**src/rtl/seg_scan_ctrl.sv**
```systemverilog
// seg_scan_ctrl: time-multiplexed driver for a 4-digit common-anode 7-segment display.
// Ports:
//   clk, rst          clock and synchronous active-high reset
//   en                scan enable; 0 = all digits dark, scan position held
//   digit_in[3:0]     nibble from the upstream mux for the digit chosen by sel
//   dp_in[3:0]        decimal point per digit, 1 = lit
//   digit_mask[3:0]   per-digit blank, 1 = keep that digit dark
//   brightness[2:0]   dwell duty control (only with DISPLAY_DIM_EN)
//   sel[1:0]          select to the upstream mux
//   an[3:0]           active-low anodes
//   seg[6:0]          active-low segments {g,f,e,d,c,b,a}
//   dp                active-low decimal point
//   frame_done        one-cycle pulse after digit 3 completes its dwell
// Optional feature macro: DISPLAY_DIM_EN adds brightness-based anode dimming.
module seg_scan_ctrl #(
   parameter int DIV_WIDTH = 16
) (
   input  logic       clk,
   input  logic       rst,
   input  logic       en,
   input  logic [3:0] digit_in,
   input  logic [3:0] dp_in,
   input  logic [3:0] digit_mask,
`ifdef DISPLAY_DIM_EN
   input  logic [2:0] brightness,
`endif
   output logic [1:0] sel,
   output logic [3:0] an,
   output logic [6:0] seg,
   output logic       dp,
   output logic       frame_done
);
   typedef enum logic [1:0] {IDLE, BLANK, SHOW} state_t;
   state_t state, state_nxt;
   logic [DIV_WIDTH-1:0] cnt, cnt_nxt;
   logic [1:0] sel_nxt;
   logic [3:0] an_nxt;
   logic [6:0] seg_nxt, dec;
   logic dp_nxt, fd_nxt, lit;
   always_comb begin
      case (digit_in)
         4'h0: dec = 7'b1000000;
         4'h1: dec = 7'b1111001;
         4'h2: dec = 7'b0100100;
         4'h3: dec = 7'b0110000;
         4'h4: dec = 7'b0011001;
         4'h5: dec = 7'b0010010;
         4'h6: dec = 7'b0000010;
         4'h7: dec = 7'b1111000;
         4'h8: dec = 7'b0000000;
         4'h9: dec = 7'b0010000;
         4'hA: dec = 7'b0001000;
         4'hB: dec = 7'b0000011;
         4'hC: dec = 7'b1000110;
         4'hD: dec = 7'b0100001;
         4'hE: dec = 7'b0000110;
         default: dec = 7'b0001110;
      endcase
   end
   always_comb begin
      state_nxt = state;
      cnt_nxt   = cnt;
      sel_nxt   = sel;
      seg_nxt   = seg;
      dp_nxt    = dp;
      fd_nxt    = 1'b0;
      if (!en) begin
         state_nxt = IDLE;
         cnt_nxt   = '0;
      end else begin
         case (state)
            IDLE: begin
               state_nxt = BLANK;
               cnt_nxt   = '0;
            end
            BLANK: begin
               // sel has been stable for a full cycle, so digit_in is settled here
               state_nxt = SHOW;
               cnt_nxt   = '0;
               seg_nxt   = dec;
               dp_nxt    = ~dp_in[sel];
            end
            SHOW: begin
               if (&cnt) begin
                  state_nxt = BLANK;
                  cnt_nxt   = '0;
                  sel_nxt   = sel + 2'd1;
                  fd_nxt    = (sel == 2'd3);
               end else begin
                  cnt_nxt = cnt + DIV_WIDTH'(1);
               end
            end
            default: state_nxt = IDLE;
         endcase
      end
   end
`ifdef DISPLAY_DIM_EN
   // top three counter bits give eight duty steps per dwell
   assign lit = cnt_nxt[DIV_WIDTH-1 -: 3] <= brightness;
`else
   assign lit = 1'b1;
`endif
   // anode is registered, so it is derived from the values the next cycle will hold
   assign an_nxt = (state_nxt == SHOW && !digit_mask[sel_nxt] && lit) ? ~(4'b0001 << sel_nxt) : 4'b1111;
   always_ff @(posedge clk) begin
      if (rst) begin
         state      <= IDLE;
         cnt        <= '0;
         sel        <= 2'd0;
         an         <= 4'b1111;
         seg        <= 7'b1111111;
         dp         <= 1'b1;
         frame_done <= 1'b0;
      end else begin
         state      <= state_nxt;
         cnt        <= cnt_nxt;
         sel        <= sel_nxt;
         an         <= an_nxt;
         seg        <= seg_nxt;
         dp         <= dp_nxt;
         frame_done <= fd_nxt;
      end
   end
endmodule

```
**config.mk**
```make
export PLATFORM = sky130hd
export DESIGN_NAME = seg_scan_ctrl
export DESIGN_NICKNAME = d
export VERILOG_FILES = /design/src/rtl/seg_scan_ctrl.sv
export SDC_FILE = /design/constraint.sdc
export NUM_CORES = 1
export LEC_CHECK = 0
export CAP_MARGIN = 20
export CORE_MARGIN = 2
export CORE_UTILIZATION = 31
export CTS_BUF_LIST = sky130_fd_sc_hd__clkbuf_8 sky130_fd_sc_hd__clkbuf_16
export DETAILED_ROUTE_END_ITERATION = 8
export PLACE_DENSITY_LB_ADDON = 0.2
export RECOVER_POWER = 50
export SYNTH_ARGS = -nofsm -noshare
export SYNTH_HDL_FRONTEND = slang
export SYNTH_SLANG_ARGS = --single-unit
export TNS_END_PERCENT = 20
```
**constraint.sdc**
```tcl
create_clock -name clk -period 2.2 [get_ports clk]
set_clock_uncertainty 0.05 [all_clocks]
set_input_delay 0.44 -clock clk [delete_from_list [all_inputs] [get_ports clk]]
set_output_delay 0.44 -clock clk [all_outputs]
set_load 0.02 [all_outputs]
```
### Yosys cells after proc, flatten, opt, wreduce, memory -nomap -nowiden

Memory sizes are Yosys's and may differ from the RTL's. A register that Yosys moved wholly into a read port is not among the register bits.
Index checks and enable logic that the tools add are counted.

* reductions and logical operators: 10
* order comparisons: 2
* $add $sub $neg: 2
* mux-type cells: 12
* eq/ne operators: 4
* shifts and indexed selects: 1
* bitwise logic cells: 6

Operators by type and width (number)
* one-hot mux 16 bit (2 select lines): 1
* adder 16 x 1 -> 16 bit (second input constant): 1
* two-way mux 16 bit: 1
* AND reduction 16 bit: 1
* two-way mux 2 bit: 5
* equality test 2 bit (second input constant): 3
* less-than comparator 2 x 3 -> 1 bit (second input constant): 2
* one-hot mux 2 bit (3 select lines): 1
* OR reduction 2 bit: 3
* inverter 1 bit: 5
* binary-select mux 1 bit (select 2 bit): 2
* inverter 4 bit: 1
* OR reduction 4 bit: 1
* << shifter 1 x 2 -> 4 bit (first input constant): 1
* adder 2 x 1 -> 2 bit (second input constant): 1
* equality test 2 x 1 -> 1 bit (second input constant): 1
* logical NOT 2 bit: 1
* two-way mux 1 bit: 2
* AND reduction 2 bit: 1
* nonzero test 2 bit: 1
* logical AND 1 bit: 1
* logical NOT 1 bit: 1

* memories kept: 1
* ROM bits: 112
* flip-flop bits (word level): 26
* bits of input ports: 15
* logic and storage cells: 44
* output and inout port bits: 15

Memory list
* (no name shown): depth 16, width 7, read ports 1, clocked after memory_dff 1, write ports 0, line 41 `case (digit_in)`

### Depth between registers and ports, before layout

* depth after elaboration: 10
* mapped depth: 7
* gate-level depth less buffers: 7

### Worst setup path after synthesis

OpenSTA, ideal clock, no wires.

* path kind: input port to flip-flop
* start point: in digit_in[0]
* end point: reg seg[3]
* setup time: 0.120 ns
* path slack: 0.425 ns
* stages on the path: 6
* required time: 2.030 ns
* buffers on the path: 0
* arrival: 1.606 ns
* path through: inv_1 ha_1 inv_1 mux4_2 nor2b_1 a211o_1

RTL lines
* start, declared: line 21 `input logic [3:0] digit_in,`
* end, declared: line 29 `output logic [6:0] seg,`

==> results.py <==
metrics = {
    "run_status": {
        "outcome": "complete, no violations",
    },
    "worst_hold_path": {
        "whs_endpoint": "dp",
        "hold_class": "reg -> reg",
        "hp-start": "dp",
        "worstHoldPathCells": 1,
    },
    "floorplanning": {
        "start_util_pct": 32.3,
        "row_count": 27,
        "coreArea_sq_um": 5570,
        "fp.dieH_microns": 80.2,
        "die_w_microns": 80.2,
        "io_pins": 30,
        "die_area_sq_um": 6440,
    },
    "setup_path": {
        "end_kind": "flop",
        "cp-startpoint": "digit_in[0]",
        "worst-path-max-fanout": 4,
        "cp.required_ns": 2.33,
        "r2r_slack_ns": 0.35,
        "critPathBufInv": 3,
        "worstSetupStartpointType": "input pin",
        "crit_path_frequent_cell": "inv_1",
        "path_class": "in -> reg",
        "r2r_start": "cnt[3]",
        "slowest_delay_ns": 0.47,
        "slowest_stage": "clkdlybuf4s50_1",
        "cp_cell_sequence": "clkdlybuf4s50_1 > inv_1 > ha_1 > inv_1 > mux4_2 > nor2b_1 > a211o_1",
        "arrival_ns": 2.17,
        "path_delay_family": "buffers and inverters",
        "r2r_cells": 5,
        "regToRegEndpoint": "an[1]",
    },
    "sta": {
        "fin_crit_sh_pct": 93.0,
        "setup_viol": 0,
        "fmax_mhz": 489,
        "slew_violations": 0,
        "slew-limit-headroom_pct": 56.5,
        "hold_viol_final": 0,
        "worst_slew_pin_slew_ns": 0.653,
        "finalCriticalPeriod_ns": 2.05,
        "rsz0062_at_grt": "no",
    },
    "layout": {
        "num-fill-cells": 563,
        "final_util_pct": 42.7,
        "final_cell_mix": "dfxtp_1 (33), nor2_1 (25), buf_4 (17)",
        "multiInputGateArea_sq_um": 1070,
        "register_area_sq_um": 661,
        "diodes": 0,
        "drive_gt1_share_pct": 16.7,
        "fin_area_sq_um": 2380,
        "syn_to_final_growth_pct": 32.1,
        "final_common_cell": "dfxtp_1",
        "nNetsFinal": 261,
    },
    "yosys": {
        "synth_top_area_share_pct": 36.7,
        "ys_warn_count": 0,
        "synth.avg_cell_area_sq_um": 9.38,
        "ys_top_cells_by_area": "dfxtp_1 (37%), ha_1 (5.6%), nor2_1 (5.2%), a211o_1 (3.9%), mux2i_1 (3.3%)",
        "syn_nets": 215,
        "async_flop_share_pct": 0,
        "synth_edf_count": 0,
        "synth_seq_cells": 33,
        "synth_area_sq_um": 1800,
        "synth_ff_type": "dfxtp_1",
        "yosysSeqAreaShare_pct": 36.7,
        "netlist_instances": 192,
        "synth.distinct_cells": 48,
        "yosysTopAreaCell": "dfxtp_1",
    },
    "route": {
        "drtAntennaViolNets": 0,
        "num_vias": 1585,
        "wl_met2_microns": 1790,
        "drcViolationCount": 0,
        "drtPass1Iterations": 4,
        "maxUsedRoutingLayer": "met4",
        "drtIter0Drc": 63,
        "drt_wl_total_microns": 4070,
        "met3WireLength_microns": 281,
        "post_drt_wl_per_cell_microns": 13.1,
        "wl_met1_microns": 1930,
        "post_drt_via_cell_ratio": 5.10,
    },
    "pwr": {
        "power.share.switching_pct": 22.0,
        "switchingPower_uw": 296,
        "p_per_area_nw_per_um2": 567,
        "power_mw": 1.35,
        "combPwrFrac_pct": 11.2,
        "ir_drop_mv": 0.415,
        "p_leak_nw": 0.857,
        "clkPwrFrac_pct": 43.4,
        "seqPwrFrac_pct": 45.4,
        "p_int_mw": 1.05,
    },
    "global_route": {
        "antenna_found_initial": 0,
        "grt_pass1_vias": 1520,
        "grt_pass1_wl_microns": 6990,
        "grt_usage_pct": 14.0,
        "grt_max_degree": 17,
        "grt-ovfl-total": 0,
    },
    "clock_network": {
        "clkLatencyLatePin_ns": 0.29,
        "postCtsHoldBufs": 0,
        "clk_pin_slew_ns": 0.06,
        "cts_tree": "done",
        "clockBufferDepth": 2,
        "root_buffer": "clkbuf_8",
        "htree_levels": 2,
        "ctsResizeCount": 0,
        "numCtsBuffers": 5,
        "post_cts_buffers": 0,
        "cts_sinks": 33,
    },
    "run": {
        "maxCapViolations": 0,
    },
    "placement": {
        "gp_congestion": 0.773,
        "port_buffers": 29,
        "dp_hpwl_microns": 2990,
        "dpl_cell_area_sq_um": 2280,
    },
}
[synthesized netlist by cell type, types with 2 or more instances]
cell and count:
nor3_1 3, a41oi_1 3, dfxtp_1 33, mux2_2 4
nand3_1 10, nor2b_1 3, nand2_1 15, nand2b_1 4
a21oi_1 10, nand3b_1 3, mux2i_1 6, o311ai_0 2
and3_1 2, a311oi_1 4, or4_1 2, nand4b_1 2
clkbuf_1 5, and2b_1 2, buf_2 2, mux4_2 2
xnor2_1 2, nor4_4 2, and4_1 2, xor2_1 3
inv_1 4, a31oi_1 2, a211o_1 8, nor2_1 25
ha_1 8
[through the flow]
step / setup WS (ns) / TNS, ns / cells / hold slack (ns)
2_1_floorplan: 0.425 / 0 / 192 / 0.424
3_3_place_gp: -0.107 / -0.192 / 303 / 0.396
3_5_place_dp: -0.133 / -0.260 / 303 / 0.401
4_1_cts: 0.181 / 0 / 311 / 0.415
5_1_grt: 0.0758 / 0 / 311 / 0.420
6_report: 0.154 / 0 / 311 / 0.403
[cell type report]
cell class                 instances  area share [%]
multi-input combinational        146            45.1
sequential                        33            27.8
timing repair buffer              48            17.9
tap                               72            3.79
clock inverter                     2            1.42
clock buffer                       6            3.47
inverter                           4           0.631
[registers in the layout, summed over array words and instances (netlist names)]
signal      cells
an              4
dp              1
state           2
frame_done      1
sel             2
seg             7
cnt            16
[cell families after synthesis]
family | share of synthesized area (%)
xor+xnor | 2.43
simple gates | 28.5
mux | 8.33
flops | 36.7
fa+ha+maj | 5.56
buf+inv | 3.33
compound gates | 15.1
[power groups by stage]
| stage | Sequential, mW | Clock, mW | Combinational, mW |
|---|---|---|---|
| floorplan | 0.636 | 0 | 0.0663 |
| global placement | 0.626 | 0 | 0.158 |
| detailed placement | 0.626 | 0 | 0.157 |
| CTS | 0.612 | 0.613 | 0.158 |
| global route | 0.613 | 0.636 | 0.166 |
| finish | 0.612 | 0.586 | 0.152 |
[layer usage]
metal,vias up,global-route usage (%)
li1,806,-
met1,730,17.4
met2,42,22.1
met3,7,5.39
met4,0,5.08
met5,-,0
[worst max path at each step]
| stage | to | cells past startpoint |
|---|---|---|
| final | seg[3] | 7 |
| after global routing | seg[3] | 7 |
| after CTS | seg[3] | 7 |
| after detailed placement | seg[3] | 7 |
| after global placement | seg[3] | 7 |
| after floorplan | seg[3] | 6 |
(Power assumes the default switching activity.)
